[config.mk]
export PLATFORM = sky130hd
export DESIGN_NAME = pixel_capture_flat
export DESIGN_NICKNAME = d
export VERILOG_FILES = /design/src/rtl/pixel_capture_if.sv /design/src/rtl/pixel_capture.sv /design/src/flat_wrapper.sv
export SDC_FILE = /design/constraint.sdc
export NUM_CORES = 1
export LEC_CHECK = 0
export ABC_CLOCK_PERIOD_IN_PS = 2700
export CAP_MARGIN = 5
export CELL_PAD_IN_SITES_DETAIL_PLACEMENT = 1
export CELL_PAD_IN_SITES_GLOBAL_PLACEMENT = 2
export CORE_MARGIN = 2
export CORE_UTILIZATION = 41
export DETAILED_ROUTE_END_ITERATION = 8
export GPL_TIMING_DRIVEN = 1
export HOLD_SLACK_MARGIN = 0.05
export PLACE_DENSITY = 0.88
export REMOVE_ABC_BUFFERS = 1
export SLEW_MARGIN = 30
export SYNTH_ARGS = -nofsm -noshare
export SYNTH_HDL_FRONTEND = slang
export SYNTH_SLANG_ARGS = --single-unit
[constraint.sdc]
create_clock -name Clk -period 2.7 [get_ports Clk]
set_clock_uncertainty 0.2 [all_clocks]
set_input_delay 0.81 -clock Clk [delete_from_list [all_inputs] [get_ports Clk]]
set_output_delay 0.81 -clock Clk [all_outputs]
set_load 0.05 [all_outputs]
[src/rtl/pixel_capture_if.sv]
// Pixel stream bundle: one beat per accepted pixel,
// carrying data, {row,col} index and end-of-frame flag.
interface pixel_capture_if #(
  parameter int DATA_W = 8
);
  logic [DATA_W-1:0] Pix_data;
  logic [1:0]        Pix_index;
  logic              Pix_valid;
  logic              Pix_ready;
  logic              Pix_last;

  modport master (
    output Pix_data,
    output Pix_index,
    output Pix_valid,
    output Pix_last,
    input  Pix_ready
  );

  modport slave (
    input  Pix_data,
    input  Pix_index,
    input  Pix_valid,
    input  Pix_last,
    output Pix_ready
  );
endinterface

[src/rtl/pixel_capture.sv]
// 2x2 frame capture from row/column ADC strobes,
// with a one-frame output buffer streamed out by valid/ready.
module pixel_capture #(
  parameter int DATA_W = 8
) (
  input  logic              Clk,
  input  logic              Reset,
  input  logic              Erase,
  input  logic              NRE_1,
  input  logic              NRE_2,
  input  logic              ADC,
  input  logic [DATA_W-1:0] Col_1,
  input  logic [DATA_W-1:0] Col_2,
  pixel_capture_if.master   pix,
  output logic [7:0]        Frame_cnt,
  output logic              Overflow,
  output logic              Row_err
);

  typedef enum logic {
    C_WAIT_R1,
    C_WAIT_R2
  } cap_st_t;

  typedef enum logic {
    O_IDLE,
    O_SEND
  } out_st_t;

  cap_st_t cst, cst_n;
  out_st_t ost, ost_n;

  logic              adc_q;
  logic              strobe;
  logic              row1;
  logic              row2;
  logic              cap_r1;
  logic              done;
  logic              err;
  logic [DATA_W-1:0] r1c1;
  logic [DATA_W-1:0] r1c2;
  logic [DATA_W-1:0] obuf [4];
  logic [1:0]        idx;
  logic              accept;
  logic              last_acc;
  logic              buf_free;
  logic              load;

  assign strobe = ADC & ~adc_q;
  assign row1   = ~NRE_1 & NRE_2;
  assign row2   = NRE_1 & ~NRE_2;

  assign accept   = pix.Pix_valid & pix.Pix_ready;
  assign last_acc = accept & (idx == 2'd3);
  assign buf_free = (ost == O_IDLE) | last_acc;
  assign load     = done & buf_free;

  // ADC edge detector; reset high so a held strobe is not an edge
  always_ff @(posedge Clk or negedge Reset) begin
    if (!Reset) adc_q <= 1'b1;
    else        adc_q <= ADC;
  end

  // Capture FSM state register
  always_ff @(posedge Clk or negedge Reset) begin
    if (!Reset) cst <= C_WAIT_R1;
    else        cst <= cst_n;
  end

  // Capture FSM next state; Erase wins over any strobe
  always_comb begin
    cst_n = cst;
    if (Erase)       cst_n = C_WAIT_R1;
    else if (cap_r1) cst_n = C_WAIT_R2;
    else if (done)   cst_n = C_WAIT_R1;
  end

  // Capture FSM outputs: row-1 load, frame done, illegal strobe
  always_comb begin
    cap_r1 = 1'b0;
    done   = 1'b0;
    err    = 1'b0;
    if (strobe && !Erase) begin
      unique case (1'b1)
        row1: begin
          cap_r1 = 1'b1;
          err    = (cst == C_WAIT_R2);
        end
        row2: begin
          done = (cst == C_WAIT_R2);
          err  = (cst == C_WAIT_R1);
        end
        default: err = 1'b1;
      endcase
    end
  end

  // Row-1 holding registers
  always_ff @(posedge Clk or negedge Reset) begin
    if (!Reset) begin
      r1c1 <= '0;
      r1c2 <= '0;
    end else if (cap_r1) begin
      r1c1 <= Col_1;
      r1c2 <= Col_2;
    end
  end

  // Status: error pulse, frame counter, sticky overflow
  always_ff @(posedge Clk or negedge Reset) begin
    if (!Reset) begin
      Row_err   <= 1'b0;
      Frame_cnt <= '0;
      Overflow  <= 1'b0;
    end else begin
      Row_err <= err;
      if (load)              Frame_cnt <= Frame_cnt + 8'd1;
      if (done && !buf_free) Overflow  <= 1'b1;
    end
  end

  // Output FSM state register
  always_ff @(posedge Clk or negedge Reset) begin
    if (!Reset) ost <= O_IDLE;
    else        ost <= ost_n;
  end

  // Output FSM next state; reload on the last beat avoids a bubble
  always_comb begin
    ost_n = ost;
    if (load)          ost_n = O_SEND;
    else if (last_acc) ost_n = O_IDLE;
  end

  // Output FSM outputs: stream view of the buffer
  always_comb begin
    pix.Pix_valid = (ost == O_SEND);
    pix.Pix_index = idx;
    pix.Pix_data  = obuf[idx];
    pix.Pix_last  = (ost == O_SEND) && (idx == 2'd3);
  end

  // Output buffer and beat index
  always_ff @(posedge Clk or negedge Reset) begin
    if (!Reset) begin
      obuf[0] <= '0;
      obuf[1] <= '0;
      obuf[2] <= '0;
      obuf[3] <= '0;
      idx     <= '0;
    end else if (load) begin
      obuf[0] <= r1c1;
      obuf[1] <= r1c2;
      obuf[2] <= Col_1;
      obuf[3] <= Col_2;
      idx     <= '0;
    end else if (accept) begin
      idx <= idx + 2'd1;
    end
  end

endmodule

[src/flat_wrapper.sv]
// flat-port wrapper written by rule: the top's interface ports become plain ports
module pixel_capture_flat 
#(
  parameter int DATA_W = 8
)
  (Clk, Reset, Erase, NRE_1, NRE_2, ADC, Col_1, Col_2, Frame_cnt, Overflow, Row_err, pix_Pix_data, pix_Pix_index, pix_Pix_valid, pix_Pix_last, pix_Pix_ready);
  pixel_capture_if #(.DATA_W(DATA_W)) pix_i ();
  input  logic Clk;
  input  logic Reset;
  input  logic Erase;
  input  logic NRE_1;
  input  logic NRE_2;
  input  logic ADC;
  input  logic [DATA_W-1:0] Col_1;
  input  logic [DATA_W-1:0] Col_2;
  output logic [7:0] Frame_cnt;
  output logic Overflow;
  output logic Row_err;
  output wire logic [$bits(pix_i.Pix_data)-1:0] pix_Pix_data;
  output wire logic [$bits(pix_i.Pix_index)-1:0] pix_Pix_index;
  output wire logic [$bits(pix_i.Pix_valid)-1:0] pix_Pix_valid;
  output wire logic [$bits(pix_i.Pix_last)-1:0] pix_Pix_last;
  input wire logic [$bits(pix_i.Pix_ready)-1:0] pix_Pix_ready;
  assign pix_Pix_data = pix_i.Pix_data;
  assign pix_Pix_index = pix_i.Pix_index;
  assign pix_Pix_valid = pix_i.Pix_valid;
  assign pix_Pix_last = pix_i.Pix_last;
  assign pix_i.Pix_ready = pix_Pix_ready;
  pixel_capture #(.DATA_W(DATA_W)) u_core (.Clk(Clk), .Reset(Reset), .Erase(Erase), .NRE_1(NRE_1), .NRE_2(NRE_2), .ADC(ADC), .Col_1(Col_1), .Col_2(Col_2), .pix(pix_i), .Frame_cnt(Frame_cnt), .Overflow(Overflow), .Row_err(Row_err));
endmodule
==> Yosys cells after proc, flatten, opt, wreduce, memory -nomap -nowiden <==
Cells that the tools add are included.
{ "classes": {"add_sub_neg": 2, "order_cmp": 1, "eq_ne": 1, "mux": 16, "bitwise_logic": 13, "n_reduce_logical": 8} }
{ "ops": {"columns": ["cell", "count"], "rows": [
  ["binary-select mux 8 bit (select 2 bit)", 1],
  ["two-way mux 8 bit", 2],
  ["two-way mux 1 bit", 10],
  ["adder 8 x 1 -> 8 bit (second input constant)", 1],
  ["AND 1 bit", 6],
  ["inverter 1 bit", 5],
  ["two-way mux 2 bit", 2],
  ["nonzero test 2 bit", 2],
  [">= comparator 3 bit (second input constant)", 1],
  ["logical AND 1 bit", 3],
  ["inverter 2 -> 3 bit", 1],
  ["nonzero test 3 bit", 1],
  ["adder 2 x 1 -> 2 bit (second input constant)", 1],
  ["equality test 2 bit (second input constant)", 1],
  ["zero test 1 bit", 2],
  ["case mux 1 bit (2 select lines)", 1],
  ["bitwise OR 1 bit", 1]
]} }
{ "word_totals": {"ff_bits": 63, "output_inout_bits": 22, "word_cells": 54} }

==> Depth between registers and ports, before layout <==
{ "logic_depth": {"word_depth": 7, "ltp_mapped": 7} }

==> Least setup slack after synthesis <==
No wires, ideal clock.
{ "synth_path": {"path_type": "reg2out", "startpoint": "register u_core.idx[0] (netlist: u_core.pix.Pix_index[0])", "endpoint": "output port pix_Pix_data[0]", "t_arrival_ns": 1.672, "setup_slack_ns": 0.018, "stages_incl_launch_ff": 3, "path_buffers": 1, "cell_sequence": "dfrtp_1 > buf_2 > mux4_2"} }
{ "synth_between": {"elab_chain_len": 4} }
{ "synth_rtl": {"columns": ["item", "line", "source"], "rows": [
  ["from (decl)", "pixel_capture.sv:43", "logic [1:0] idx;"],
  ["from (signal assigned)", "pixel_capture.sv:158", "idx <= idx + 2'd1;"],
  ["inverter 2 -> 3 bit (implied by the code)", "pixel_capture.sv:139", "pix.Pix_data = obuf[idx];"],
  ["binary-select mux 8 bit (select 2 bit)", "pixel_capture.sv:139", null],
  ["two-way mux 8 bit (implied by the code) (2 in a row)", "pixel_capture.sv:139", null],
  ["to (decl)", "flat_wrapper.sv:19", "output wire logic [$bits(pix_i.Pix_data)-1:0] pix_Pix_data;"]
]} }
Every way passes these cells. The select of a mux whose other input is x is not followed.

==> Worst setup path after layout <==
{ "layout_path": {"startpoint": "register u_core.Frame_cnt[2]", "endpoint": "output port Frame_cnt[2]"} }
{ "layout_rtl": {"columns": ["item", "line", "source"], "rows": [
  ["from (decl)", "pixel_capture.sv:15", "output logic [7:0] Frame_cnt,"],
  ["from (signal assigned)", "pixel_capture.sv:117", "if (load) Frame_cnt <= Frame_cnt + 8'd1;"],
  ["to (decl)", "flat_wrapper.sv:16", "output logic [7:0] Frame_cnt;"]
]} }
No word-level cell between the ends.

==> summary.txt <==
Pwr
  – Pwr/cell area: 681 nW/um^2
  – Worst IR drop on VDD: 0.000286 V
  – Leakage dissipation: between 1.5 and 2 nW
  – Pwr Total: 2.44 mW

Routing
  – Drt total wl: 5.24 mm
  – Drt drc: 0
  – Starting DRC count in detailed routing: 66
  – DR WL/cell: 16.6 um
  – Via count: 1595
  – Vias/cell: 5.06
  – DR pass1 iterations: 4
  – Final ANT Viol Nets: 0

STA
  – Worst slew pin tran: 0.507 ns
  – Tcrit/Tclk final: 97.1%
  – RSZ-0062 raised after global routing: no
  – Slew margin rel.: 66.1%
  – Max-slew violations: 0
  – Final hold violations: 0
  – Setup ws final: roughly 0.078 ns
  – Setup violators final: 0
  – TNS Setup: 0 ns
  – Fmax: 381 MHz
  – Post-route minimum period: 2.62 ns

GRT
  – First-pass GRT wire length: 8.87 mm
  – Total track usage: 15.9%
  – Gr ovfl total: 0
  – Initial antenna violation count: 0
  – Vias in the first global route: between 1500 and 2000
  – Largest net degree at the start of global routing: between 60 and 70

Clock network
  – H-tree Lvls: 3
  – Clk Tree Root Cell: clkbuf_8
  – Clock transition at path regs: roughly 0.07 ns
  – Number of buffers created by CTS: 9
  – Worst-skew pair later-pin latency: 0.34 ns
  – CTS Sinks: 63
  – CTS Buffer Depth: 2
  – CTS tree: built
  – Post-CTS Hold Buffers: 0

Critical path
  – Slowest CP cell: clkdlybuf4s50_1
  – R2R depth: 6
  – R2R Path Start: u_core.pix.Pix_index[0]$_DFFE_PN0P_
  – Worst setup SP type: flop
  – Setup CP Type: reg2out
  – WP data arrival: 1.61 ns
  – Buf/Inv on CP: 1
  – Max stage delay on crit path: 0.83 ns
  – Critical Path End Type: primary output
  – CP Cell Sequence: clkdlybuf4s50_1
  – Family with the most delay on the worst path: buffers and inverters
  – Worst path depth: 1
  – CP required: 1.69 ns
  – CP max FO: 5
  – Critical Path Start: u_core.Frame_cnt[2]$_DFFE_PN0P_

Synthesis
  – Share of the synthesized area in the top cell type: 54.9%
  – Cells after Synth: 171
  – Ranking of synthesized cells by area: dfrtp_1 55%, mux2_4 16%, mux2_2 7.6%, mux4_2 6.4%, buf_12 2.1%
  – Synth area leader: dfrtp_1
  – Sequential-to-total area share from yosys stat: 55.8%
  – Synth Register Bits: 63
  – Cell variety after synth: 28
  – Syn avg cell area: 16.5 um^2
  – Synthesized cell area: 2830 um^2
  – Yosys warnings: 0

Place
  – Pre-CTS WS: -0.00242 ns
  – Buffers added on ports: 44
  – Hpwl dp: approximately 3.6 mm
  – Routability cong.: roughly 0.70
  – Placed Cells: roughly 300

Layout
  – N_diodes: 0
  – Layout Cells excl Fill: 315
  – Layout cell share with drive strength beyond 1: 43.4%
  – FF+latch area: 1580 um^2
  – Most common cell after layout, fill and taps aside: dfrtp_1
  – Area of the multi-input gates: 1140 um^2
  – # fillers: 661
  – # nets final: 257
  – Final core utilization: 53.4%
  – Syn-to-layout area delta: 27.1%
  – Most frequent cells in the layout: 62 x dfrtp_1, 32 x clkdlybuf4s50_1, 31 x mux2_4, 19 x mux2_2, 17 x buf_4

Outcome
  – Run status: finished, final reports clean

Die
  – I/O pin count: 45
  – Die span in y: 87.0 um
  – Die W: 87.0 um
  – Initial Util: between 40% and 50%
  – Die footprint: 7570 um^2
  – Total core area: 6720 um^2
  – FP Rows: 30

Job
  – Max-cap violation count: 0

Min path
  – HP Class: in2async
## per-layer routing
layer	wire [um]	vias up	global-route usage [%]	share of wire, %
met3	285	12	6.07	5.4
met2	2580	38	25.3	49
li1	-	726	-	-
met4	94	0	6.82	1.8
met5	0	-	0	0
met1	2280	819	19.4	44
## metrics by stage
| stage | area, um^2 | hold slack, ns |
|---|---|---|
| 2_1_floorplan | 2730 | 0.275 |
| 3_3_place_gp | 3390 | 0.267 |
| 3_5_place_dp | 3390 | 0.268 |
| 4_1_cts | 3590 | 0.261 |
| 5_1_grt | 3590 | 0.264 |
| 6_report | 3590 | 0.239 |
## area by class of cell
| type | count | area share [%] |
|---|---|---|
| Inverter | 2 | 0.209 |
| Sequential cell | 63 | 44.0 |
| Clock inverter | 7 | 2.06 |
| Clock buffer | 9 | 3.45 |
| Tap cell | 80 | 2.79 |
| Timing Repair Buffer | 56 | 15.7 |
| Multi-Input combinational cell | 98 | 31.8 |
## final timing paths
path                       slack (ns)                         endpoint
setup / recovery                 0.08                     Frame_cnt[2]
hold / removal                   0.24      u_core.obuf[29]$_DFFE_PN0P_
setup reg to reg                 0.61       u_core.obuf[5]$_DFFE_PN0P_
hold reg to reg                  0.27  u_core.Frame_cnt[7]$_DFFE_PN0P_
max in group asynchronous        1.73           u_core.adc_q$_DFF_PN1_
min in group Clk                 0.27  u_core.Frame_cnt[7]$_DFFE_PN0P_
## what timing repair did
item / 4_1_cts / 5_1_grt
hold endpoints to repair: 0 / 0
setup endpoints to repair: 0 / 4
gates resized for setup: 0 / 1
setup buffers: 0 / 0
## state kept, by name (all words and copies together), names as in the netlist
signal and flops:
u_core.pix.Pix_valid 1, u_core.Row_err 1, u_core.cst 1, u_core.pix.Pix_index 2
u_core.Overflow 1, u_core.Frame_cnt 8, u_core.r1c1 8, u_core.obuf 32
u_core.r1c2 8, u_core.adc_q 1
## kinds of logic (layout without fill, tap and decap cells)
group / after synthesis / after routing / share of synthesized area (%)
DFF: 63 / 63 / 55.8
muxes: 58 / 58 / 30.4
and+or+nand+nor: 23 / 23 / 4.47
buffers and inverters: 10 / 74 / 3.76
xor gates and xnor gates: 8 / 8 / 2.48
AOI/OAI and AO/OA: 5 / 5 / 1.24
adders and majority gates: 4 / 4 / 1.77
## Yosys cell counts, drive strengths merged
master	n
a21bo	1
a21oi	2
and2	3
and3	1
and4	1
buf	8
dfrtp	62
dfstp	1
ha	4
inv	2
mux2	50
mux4	8
nand2	7
nand3	5
nand4	2
nor2	2
nor2b	1
nor3b	1
o21a	1
o21bai	1
xnor2	6
xor2	2
## where the power goes
part	leakage (nW)	total (mW)	switching [mW]	internal [mW]
clock network	0.0992	0.807	0.381	0.427
registers	0.842	1.11	0.0649	1.04
logic	0.711	0.531	0.263	0.268
Note: power is estimated with default switching activity, not from simulation.
